===== src/rtl/fft_ctrl_if.sv =====
// fft_ctrl_if: control/datapath bundle between fft_ctrl and the FFT data RAM, twiddle ROM and butterfly
//   master (fft_ctrl): drives busy/done/rd_*/tw_addr/bf_en/wr_*/stage/err, samples start/bf_valid[/abort]
//   slave (datapath/env): the mirror image
//   abort exists only when FFT_CTRL_ABORT_EN is defined
interface fft_ctrl_if #(parameter int N_LOG2 = 10);
    localparam int TW_LOG2 = N_LOG2 - 1;
    logic start, busy, done, rd_en, bf_en, bf_valid, wr_en, err;
    logic [N_LOG2-1:0] rd_addr_p, rd_addr_q, wr_addr_p, wr_addr_q;
    logic [TW_LOG2-1:0] tw_addr;
    logic [3:0] stage;
`ifdef FFT_CTRL_ABORT_EN
    logic abort;
    modport master (input start, bf_valid, abort,
                    output busy, done, rd_en, rd_addr_p, rd_addr_q, tw_addr, bf_en,
                           wr_en, wr_addr_p, wr_addr_q, stage, err);
    modport slave (output start, bf_valid, abort,
                   input busy, done, rd_en, rd_addr_p, rd_addr_q, tw_addr, bf_en,
                         wr_en, wr_addr_p, wr_addr_q, stage, err);
`else
    modport master (input start, bf_valid,
                    output busy, done, rd_en, rd_addr_p, rd_addr_q, tw_addr, bf_en,
                           wr_en, wr_addr_p, wr_addr_q, stage, err);
    modport slave (output start, bf_valid,
                   input busy, done, rd_en, rd_addr_p, rd_addr_q, tw_addr, bf_en,
                         wr_en, wr_addr_p, wr_addr_q, stage, err);
`endif
endinterface


===== src/rtl/fft_ctrl.sv =====
// fft_ctrl: radix-2 in-place FFT sequencer issuing one butterfly per cycle, stage by stage
//   clk, rst_n : clock, asynchronous active-low reset
//   bus        : fft_ctrl_if.master (start/busy/done, read/twiddle/butterfly/write strobes and addresses, stage, err)
//   FFT_CTRL_ABORT_EN : when defined, bus.abort stops issue, lets in-flight writes finish, returns to IDLE without done
module fft_ctrl #(
    parameter int N_LOG2 = 10,
    localparam int TW_LOG2 = N_LOG2 - 1
) (
    input logic clk,
    input logic rst_n,
    fft_ctrl_if.master bus
);
    typedef enum logic [1:0] {IDLE, RUN, DRAIN, DONE} state_t;
    state_t state_q, state_d;
    logic [TW_LOG2-1:0] k_q, k_d, tw_q, tw_d;
    logic [3:0] stage_q, stage_d;
    logic abt_q, abt_d, iss, last_wb, ab;
    logic rd_en_q, bf_en_q, v2_q, wr_en_q, busy_q, done_q, err_q;
    logic [N_LOG2-1:0] rp_q, rq_q, p1_q, q1_q, p2_q, q2_q, wp_q, wq_q, p_d, q_d, kx, j;
`ifdef FFT_CTRL_ABORT_EN
    assign ab = bus.abort;
`else
    assign ab = 1'b0;
`endif
    // the stage's last write-back is the one with nothing left behind it in the pipe
    assign last_wb = wr_en_q && !v2_q && !bf_en_q;
    always_comb begin
        state_d = state_q;
        k_d = k_q;
        stage_d = stage_q;
        abt_d = abt_q;
        iss = 1'b0;
        case (state_q)
            IDLE: if (bus.start) begin
                state_d = RUN;
                k_d = '0;
                stage_d = '0;
                abt_d = 1'b0;
                iss = 1'b1;
            end
            RUN: if (ab) begin
                state_d = DRAIN;
                abt_d = 1'b1;
            end else if (k_q == '1) state_d = DRAIN;
            else begin
                k_d = k_q + 1'b1;
                iss = 1'b1;
            end
            DRAIN: if (last_wb) begin
                if (abt_q || ab) state_d = IDLE;
                else if (stage_q == 4'(N_LOG2 - 1)) state_d = DONE;
                else begin
                    state_d = RUN;
                    k_d = '0;
                    stage_d = stage_q + 1'b1;
                    iss = 1'b1;
                end
            end else if (ab) abt_d = 1'b1;
            default: state_d = IDLE;
        endcase
        // k splits into group (upper bits) and offset j (low stage bits); p inserts a 0 at bit s, q a 1
        kx = {1'b0, k_d};
        j = kx & ((N_LOG2'(1) << stage_d) - N_LOG2'(1));
        p_d = ((kx >> stage_d) << (stage_d + 4'd1)) | j;
        q_d = p_d | (N_LOG2'(1) << stage_d);
        tw_d = TW_LOG2'(j << (4'(TW_LOG2) - stage_d));
    end
    always_ff @(posedge clk or negedge rst_n) begin
        if (!rst_n) begin
            state_q <= IDLE;
            k_q <= '0;
            stage_q <= '0;
            abt_q <= 1'b0;
            busy_q <= 1'b0;
            done_q <= 1'b0;
            err_q <= 1'b0;
            rd_en_q <= 1'b0;
            bf_en_q <= 1'b0;
            v2_q <= 1'b0;
            wr_en_q <= 1'b0;
            rp_q <= '0;
            rq_q <= '0;
            tw_q <= '0;
            p1_q <= '0;
            q1_q <= '0;
            p2_q <= '0;
            q2_q <= '0;
            wp_q <= '0;
            wq_q <= '0;
        end else begin
            state_q <= state_d;
            k_q <= k_d;
            stage_q <= stage_d;
            abt_q <= abt_d;
            busy_q <= state_d == RUN || state_d == DRAIN;
            done_q <= state_d == DONE;
            err_q <= (state_q == IDLE && bus.start) ? 1'b0 : err_q | (bus.bf_valid != wr_en_q);
            rd_en_q <= iss;
            if (iss) begin
                rp_q <= p_d;
                rq_q <= q_d;
                tw_q <= tw_d;
            end
            // read addresses already hold between issues, so a plain delay keeps write addresses held too
            bf_en_q <= rd_en_q;
            v2_q <= bf_en_q;
            wr_en_q <= v2_q;
            p1_q <= rp_q;
            q1_q <= rq_q;
            p2_q <= p1_q;
            q2_q <= q1_q;
            wp_q <= p2_q;
            wq_q <= q2_q;
        end
    end
    assign bus.busy = busy_q;
    assign bus.done = done_q;
    assign bus.err = err_q;
    assign bus.stage = stage_q;
    assign bus.rd_en = rd_en_q;
    assign bus.rd_addr_p = rp_q;
    assign bus.rd_addr_q = rq_q;
    assign bus.tw_addr = tw_q;
    assign bus.bf_en = bf_en_q;
    assign bus.wr_en = wr_en_q;
    assign bus.wr_addr_p = wp_q;
    assign bus.wr_addr_q = wq_q;
endmodule


===== src/flat_wrapper.sv =====
// flat-port wrapper written by rule: the top's interface ports become plain ports
module fft_ctrl_flat 
#(
    parameter int N_LOG2 = 10,
    localparam int TW_LOG2 = N_LOG2 - 1
)
  (clk, rst_n, bus_start, bus_bf_valid, bus_busy, bus_done, bus_rd_en, bus_rd_addr_p, bus_rd_addr_q, bus_tw_addr, bus_bf_en, bus_wr_en, bus_wr_addr_p, bus_wr_addr_q, bus_stage, bus_err);
  fft_ctrl_if #(.N_LOG2(N_LOG2)) bus_i ();
  input logic clk;
  input logic rst_n;
  input wire logic [$bits(bus_i.start)-1:0] bus_start;
  input wire logic [$bits(bus_i.bf_valid)-1:0] bus_bf_valid;
  output wire logic [$bits(bus_i.busy)-1:0] bus_busy;
  output wire logic [$bits(bus_i.done)-1:0] bus_done;
  output wire logic [$bits(bus_i.rd_en)-1:0] bus_rd_en;
  output wire logic [$bits(bus_i.rd_addr_p)-1:0] bus_rd_addr_p;
  output wire logic [$bits(bus_i.rd_addr_q)-1:0] bus_rd_addr_q;
  output wire logic [$bits(bus_i.tw_addr)-1:0] bus_tw_addr;
  output wire logic [$bits(bus_i.bf_en)-1:0] bus_bf_en;
  output wire logic [$bits(bus_i.wr_en)-1:0] bus_wr_en;
  output wire logic [$bits(bus_i.wr_addr_p)-1:0] bus_wr_addr_p;
  output wire logic [$bits(bus_i.wr_addr_q)-1:0] bus_wr_addr_q;
  output wire logic [$bits(bus_i.stage)-1:0] bus_stage;
  output wire logic [$bits(bus_i.err)-1:0] bus_err;
  assign bus_i.start = bus_start;
  assign bus_i.bf_valid = bus_bf_valid;
  assign bus_busy = bus_i.busy;
  assign bus_done = bus_i.done;
  assign bus_rd_en = bus_i.rd_en;
  assign bus_rd_addr_p = bus_i.rd_addr_p;
  assign bus_rd_addr_q = bus_i.rd_addr_q;
  assign bus_tw_addr = bus_i.tw_addr;
  assign bus_bf_en = bus_i.bf_en;
  assign bus_wr_en = bus_i.wr_en;
  assign bus_wr_addr_p = bus_i.wr_addr_p;
  assign bus_wr_addr_q = bus_i.wr_addr_q;
  assign bus_stage = bus_i.stage;
  assign bus_err = bus_i.err;
  fft_ctrl #(.N_LOG2(N_LOG2)) u_core (.clk(clk), .rst_n(rst_n), .bus(bus_i));
endmodule

===== config.mk =====
export PLATFORM = sky130hd
export DESIGN_NAME = fft_ctrl_flat
export DESIGN_NICKNAME = d
export VERILOG_FILES = /design/src/rtl/fft_ctrl_if.sv /design/src/rtl/fft_ctrl.sv /design/src/flat_wrapper.sv
export SDC_FILE = /design/constraint.sdc
export NUM_CORES = 1
export LEC_CHECK = 0
export ABC_AREA = 1
export BUFFER_PORTS_ARGS = -buffer_cell sky130_fd_sc_hd__buf_2
export CAP_MARGIN = 10
export CORE_MARGIN = 1.5
export CORE_UTILIZATION = 35
export DETAILED_ROUTE_END_ITERATION = 6
export HOLD_SLACK_MARGIN = 0.02
export MAX_ROUTING_LAYER = met4
export SLEW_MARGIN = 20
export SYNTH_ARGS = -nofsm -noshare
export SYNTH_HDL_FRONTEND = slang
export SYNTH_SLANG_ARGS = --single-unit

===== constraint.sdc =====
create_clock -name clk -period 3.5 [get_ports clk]
set_clock_uncertainty 0.2 [all_clocks]
set_input_delay 0.7 -clock clk [delete_from_list [all_inputs] [get_ports clk]]
set_output_delay 0.7 -clock clk [all_outputs]
set_load 0.02 [all_outputs]

== Yosys cells after proc, flatten, opt, wreduce, memory -nomap -nowiden ==
Index checks and enable logic that the tools add are counted.

* Register bits: 111
* Output and inout port bits: 59
* Bits of input ports: 4

* Shift operators: 4
* Equality and inequality tests: 8
* $add $sub $neg: 5
* Reduce and logical (&&, ||, !) cells: 7
* Mux-type cells: 20
* Bitwise gates (word level): 4

{| class="wikitable"
|+ Operators with widths
! kind !! number
|-
| 2-to-1 mux 9 bit || 4
|-
| case mux 9 bit (3 select lines) || 1
|-
| bitwise OR 10 bit || 2
|-
| 2-to-1 mux 4 bit || 3
|-
| AND 9 x 10 -> 10 bit || 1
|-
| << shifter 1 x 4 -> 10 bit, first input constant || 1
|-
| << shifter 10 x 4 -> 10 bit || 1
|-
| << shifter 10 x 4 -> 9 bit || 1
|-
| >> shifter 9 x 4 -> 10 bit || 1
|-
| subtractor 10 x 1 -> 10 bit, second input constant || 1
|-
| adder 9 x 1 -> 9 bit, second input constant || 1
|-
| equality test 9 bit, second input constant || 1
|-
| adder 4 x 1 -> 4 bit, second input constant || 2
|-
| 2-to-1 mux 2 bit || 4
|-
| case mux 4 bit (2 select lines) || 1
|-
| equality test 2 bit, second input constant || 3
|-
| case mux 2 bit (3 select lines) || 1
|-
| 2-to-1 mux 1 bit || 5
|-
| equality test 2 x 1 -> 1 bit, second input constant || 2
|-
| equality test 4 bit, second input constant || 1
|-
| subtractor 4 bit, first input constant || 1
|-
| logical AND 1 bit || 3
|-
| case mux 1 bit (3 select lines) || 1
|-
| logical NOT 1 bit || 2
|-
| 4 further kinds || 4
|}

== Longest topological paths before layout ==
* Depth after elaboration: 10
* Mapped depth: 23
* Gate-level depth less buffers: 23

== Worst setup path after synthesis ==
OpenSTA, ideal clock, no wires.

* Kind: register to register
* Start point: register u_core.stage_q[0] (netlist: u_core.bus.stage[0])
* End point: register u_core.rq_q[8] (netlist: u_core.bus.rd_addr_q[8])
* Clock period less this slack: 3.041 ns
* Required time: 3.181 ns
* Stages on the path, launching flop included: 21
* Setup slack: 0.459 ns
* Buffers on the path: 2
* Arrival: 2.722 ns
* Cells stage by stage: dfrtp_1 -> ha_1 -> nand3_2 -> nand2_1 -> nand2_2 -> nand2_2 -> nand2_2 -> nand2_8 -> buf_6 -> buf_2 -> ha_1 -> nand2_1 -> xnor2_2 -> nor2_2 -> o21ai_0 -> a21oi_1 -> a21oi_1 -> nand2_1 -> nand2_1 -> nand2_1 -> nand2_1

* Longest elaborated chain between the ends: 9

{| class="wikitable"
|+ RTL lines
! item !! line !! text
|-
| start: declaration || fft_ctrl.sv:16 || <nowiki>logic [3:0] stage_q, stage_d;</nowiki>
|-
| start signal: assignment || fft_ctrl.sv:93 || <nowiki>stage_q <= stage_d;</nowiki>
|-
| adder 4 x 1 -> 4 bit or equality test 4 bit (tied branches) || fft_ctrl.sv:55, fft_ctrl.sv:51 ||
|-
| 2-to-1 mux 4 bit (*) || fft_ctrl.sv:51 || <nowiki>else if (stage_q == 4'(N_LOG2 - 1)) state_d = DONE;</nowiki>
|-
| 2-to-1 mux 4 bit (*) || fft_ctrl.sv:49 || <nowiki>DRAIN: if (last_wb) begin</nowiki>
|-
| case mux 4 bit (2 select lines) (*) || fft_ctrl.sv:33 || <nowiki>case (state_q)</nowiki>
|-
| net u_core.stage_d[1] || fft_ctrl.sv:16 ||
|-
| << shifter 1 x 4 -> 10 bit || fft_ctrl.sv:63, fft_ctrl.sv:65 ||
|-
| subtractor 10 x 1 -> 10 bit || fft_ctrl.sv:63 || <nowiki>j = kx & ((N_LOG2'(1) << stage_d) - N_LOG2'(1));</nowiki>
|-
| AND 9 x 10 -> 10 bit || fft_ctrl.sv:63 ||
|-
| bitwise OR 10 bit || fft_ctrl.sv:64 || <nowiki>p_d = ((kx >> stage_d) << (stage_d + 4'd1)) | j;</nowiki>
|-
| bitwise OR 10 bit (*) || fft_ctrl.sv:65 || <nowiki>q_d = p_d | (N_LOG2'(1) << stage_d);</nowiki>
|-
| end signal: assignment || fft_ctrl.sv:101 || <nowiki>rq_q <= q_d;</nowiki>
|-
| end: declaration || fft_ctrl.sv:19 || <nowiki>logic [N_LOG2-1:0] rp_q, rq_q, p1_q, q1_q, p2_q, q2_q, wp_q, wq_q, p_d, q_d, kx, j;</nowiki>
|}

Mark *: on every way through the listed nets, which the timed path passes. The rest lies on a longest branch.
A chain may end at the register's enable or synchronous reset.

== Worst setup path after layout ==
* Start point: register u_core.stage_q[1] (netlist: u_core.bus.stage[1])
* End point: register u_core.rq_q[8] (netlist: u_core.bus.rd_addr_q[8])

* Longest elaborated chain between the ends: 9

{| class="wikitable"
|+ RTL lines
! item !! line
|-
| adder 4 x 1 -> 4 bit or equality test 4 bit (tied branches) || fft_ctrl.sv:55, fft_ctrl.sv:51
|-
| 2-to-1 mux 4 bit || fft_ctrl.sv:51
|-
| 2-to-1 mux 4 bit || fft_ctrl.sv:49
|-
| case mux 4 bit (2 select lines) || fft_ctrl.sv:33
|-
| << shifter 1 x 4 -> 10 bit || fft_ctrl.sv:63, fft_ctrl.sv:65
|-
| subtractor 10 x 1 -> 10 bit || fft_ctrl.sv:63
|-
| AND 9 x 10 -> 10 bit || fft_ctrl.sv:63
|-
| bitwise OR 10 bit || fft_ctrl.sv:64
|-
| bitwise OR 10 bit || fft_ctrl.sv:65
|}

Several ways; a longest one is shown, not always the timed one.

==> flow_summary.yaml <==
run_status:
  status: "finished clean"
setup_path:
  r2r-end: "u_core.bus.rd_addr_q[8]"
  worstPathRequired_ns: 3.55
  start_kind: "flop"
  worstPathArrival_ns: 3.23
  cp-end-kind: "flop"
  reg2reg_slack_ns: 0.32
  r2r_cells: 18
  r2r-start: "u_core.bus.stage[1]"
  crit_type: "flop to flop"
  worstPathMaxFanout: 18
timing:
  relSlewSlack_pct: 61.97
  worst_slew_pin_slew_ns: 0.5704
  setup_tns_ns: 0
  max_freq_mhz: 314.7
  period_share_pct: 90.78
  hold_viol: 0
  period_needed_ns: 3.177
  timing.final.ws_setup_ns: 0.3227
  rsz0062_at_grt: "no"
  slew_viol_final: 0
  setup_viol: 0
power:
  power.leakage_nw: 2.976
  p_seq_share_pct: 54.8
  pwr-share-clk_pct: 44.0
  pwr-share-comb_pct: 1.2
  p_sw_mw: 0.5377
  p_sw_share_pct: 23.01
  intPower_mw: 1.799
  power.density_nw_per_um2: 383.8
  ir_drop_uv: 224.4
min_path:
  hp-class: "flop to flop"
  worstHoldStart: "u_core.p2_q[5]"
  hold_depth: 0
  holdPathEnd: "u_core.bus.wr_addr_p[5]"
clocking:
  clk_pin_slew_ns: 0.08
  cts_tree: "yes"
  cts_max_level: 3
  cts_buffer_depth: 2
  worstSkewPairLatency_ns: 0.36
  clock_sinks: 111
  cts-root-buf: "clkbuf_16"
  cts_buffers: 9
logic_synthesis:
  synth_ff_type: "dfrtp_1"
  syn_area_per_cell_um2: 8.822
  synth_nets: 602
  synth_cell_types: 41
  ys.warnings.count: 0
  synth_edf_count: 0
  syn-instance-count: 589
  ys_seq_area_share_pct: 53.46
  netlist_area_um2: 5196
  ys_ff_latch: 111
  synthArstFlopShare_pct: 100.0
grt:
  grt_max_degree: 112
  grt_busiest_layer: "met2"
  use_met1_pct: 23.96
  grtUsageMet3_pct: 3.737
  antenna_found_initial: 0
  gr-total-overflow: 0
  grt_pass1_wl_um: 21620
  grtUsageMet2_pct: 27.80
  grt_usage_pct: 17.95
  grt_pass1_vias: 4081
placed_design:
  dp_slack_ns: 0.2163
  dpl.hpwl_um: 9750
  routabilityCongestion: 0.8826
  port-buffer-count: 62
floorplan:
  fp.dieArea_um2: 15590
  core_area_um2: 14530
  initial_core_util_pct: 35.75
  dieWidth_um: 124.8
  ioPinCount: 63
  rows: 44
  die_h_um: 124.8
finish:
  layout_common_cells: "nand2_1 (174), dfrtp_1 (109), nand3_1 (75)"
  layout_commonest_cell: "nand2_1"
  num_antenna_cells: 0
  syn_to_final_growth_pct: 17.17
  finalNetCount: 676
  final_util_pct: 41.89
  drive_above_1_share_pct: 22.16
route:
  vias_per_cell: 4.904
  wl_per_cell_um: 15.05
  ant_nets: 0
  vias: 4178
  drt_iter0_drc: 300
  firstDrtPassIters: 5
  drc: 0
  routed_wl_um: 12820
job:
  drv_cap: 0
cells in the mapped netlist, drive strengths merged, types with 2 or more instances:
cell type / number / area (um^2)
xor2: 2 / 17.52
o211ai: 2 / 15.01
buf: 11 / 80.07
xnor2: 2 / 25.03
ha: 9 / 112.6
a22o: 2 / 17.52
a31oi: 5 / 31.28
or2: 4 / 27.53
nand2: 189 / 780.8
o21ai: 25 / 136.4
inv: 53 / 204.0
nor2: 41 / 225.2
nand4: 15 / 93.84
nand3: 82 / 445.4
dfrtp: 111 / 2778
nand3b: 3 / 22.52
clkbuf: 3 / 11.26
a21oi: 24 / 127.6
power groups by stage:
stage / clock network, mW / logic (mW) / registers (mW)
5_1_grt: 1.11 / 0.0350 / 1.28
2_1_floorplan: 0 / 0.000613 / 1.31
3_3_place_gp: 0 / 0.0299 / 1.31
4_1_cts: 1.06 / 0.0306 / 1.28
6_report: 1.03 / 0.0285 / 1.28
3_5_place_dp: 0 / 0.0307 / 1.31
critical path, stage by stage, from the launching register on:
cell     delay [ns]
dfrtp_2        0.45
inv_1          0.08
ha_1           0.17
nand3_2        0.12
nand2_1        0.11
nand2_2        0.08
nand2_2        0.12
nand2_2        0.10
nand2_8        0.15
nand2_1        0.09
inv_1          0.18
ha_1           0.29
buf_4          0.16
nor2_1         0.29
nand3_1        0.16
nand2_1        0.13
nand2_1        0.06
nand2_1        0.07
nand2_1        0.05
worst max-delay path by stage:
stage	startpoint	to	slack, ns
after CTS	u_core.bus.stage[0]	u_core.bus.rd_addr_q[4]	0.23
after global placement	bus_start	u_core.bus.rd_addr_q[8]	0.27
after floorplan	u_core.bus.stage[0]	u_core.bus.rd_addr_q[8]	0.46
after detailed placement	bus_start	u_core.bus.rd_addr_q[4]	0.22
final	u_core.bus.stage[1]	u_core.bus.rd_addr_q[8]	0.32
after global routing	u_core.bus.stage[1]	u_core.bus.tw_addr[7]	0.002
state kept, by name, indices dropped and copies added, names as in the netlist, 2 cells and up:
name,flops
u_core.bus.rd_addr_p,10
u_core.bus.rd_addr_q,10
u_core.bus.wr_addr_p,10
u_core.bus.wr_addr_q,10
u_core.p1_q,10
u_core.p2_q,10
u_core.q1_q,10
u_core.q2_q,10
u_core.bus.tw_addr,9
u_core.k_q,9
u_core.bus.stage,4
u_core.state_q,2
layout make-up:
class,instances,area (um^2)
inverter,53,203.9
tap,184,230.2
multi-input combinational,411,2130
clock inverter,7,81.33
timing repair buffer,77,437.9
fill,1478,8446
clock buffer,9,225.2
sequential,111,2780
metal layers:
metal,share of wire [%],up-vias
li1,-,2078
met1,47,1994
met2,48,92
met3,4.1,14
met4,1.5,0
met5,0,-
cells by family after synthesis:
family	synth area share, %
AO/OA/AOI/OAI	6.766
adder cells (fa/ha/maj)	2.167
XOR/XNOR	0.8189
AND/OR/NAND/NOR	30.92
flip-flops	53.46
buffers and inverters	5.683
multiplexers	0.1926
stage by stage:
step	power (mW)	instance area, um^2	instances	hold WS (ns)
3_3_place_gp	1.337	5766	835	0.1317
5_1_grt	2.428	6088	852	0.1564
2_1_floorplan	1.308	5196	589	0.1312
4_1_cts	2.372	6072	851	0.1514
3_5_place_dp	1.337	5766	835	0.1347
6_report	2.337	6088	852	0.1501
repair_timing:
item / in CTS / in global routing
hold buffers: 0 / 0
setup endpoints to repair: 0 / 4
gates resized for setup: 0 / 4
setup buffers: 0 / 1
(Power assumes the default switching activity.)
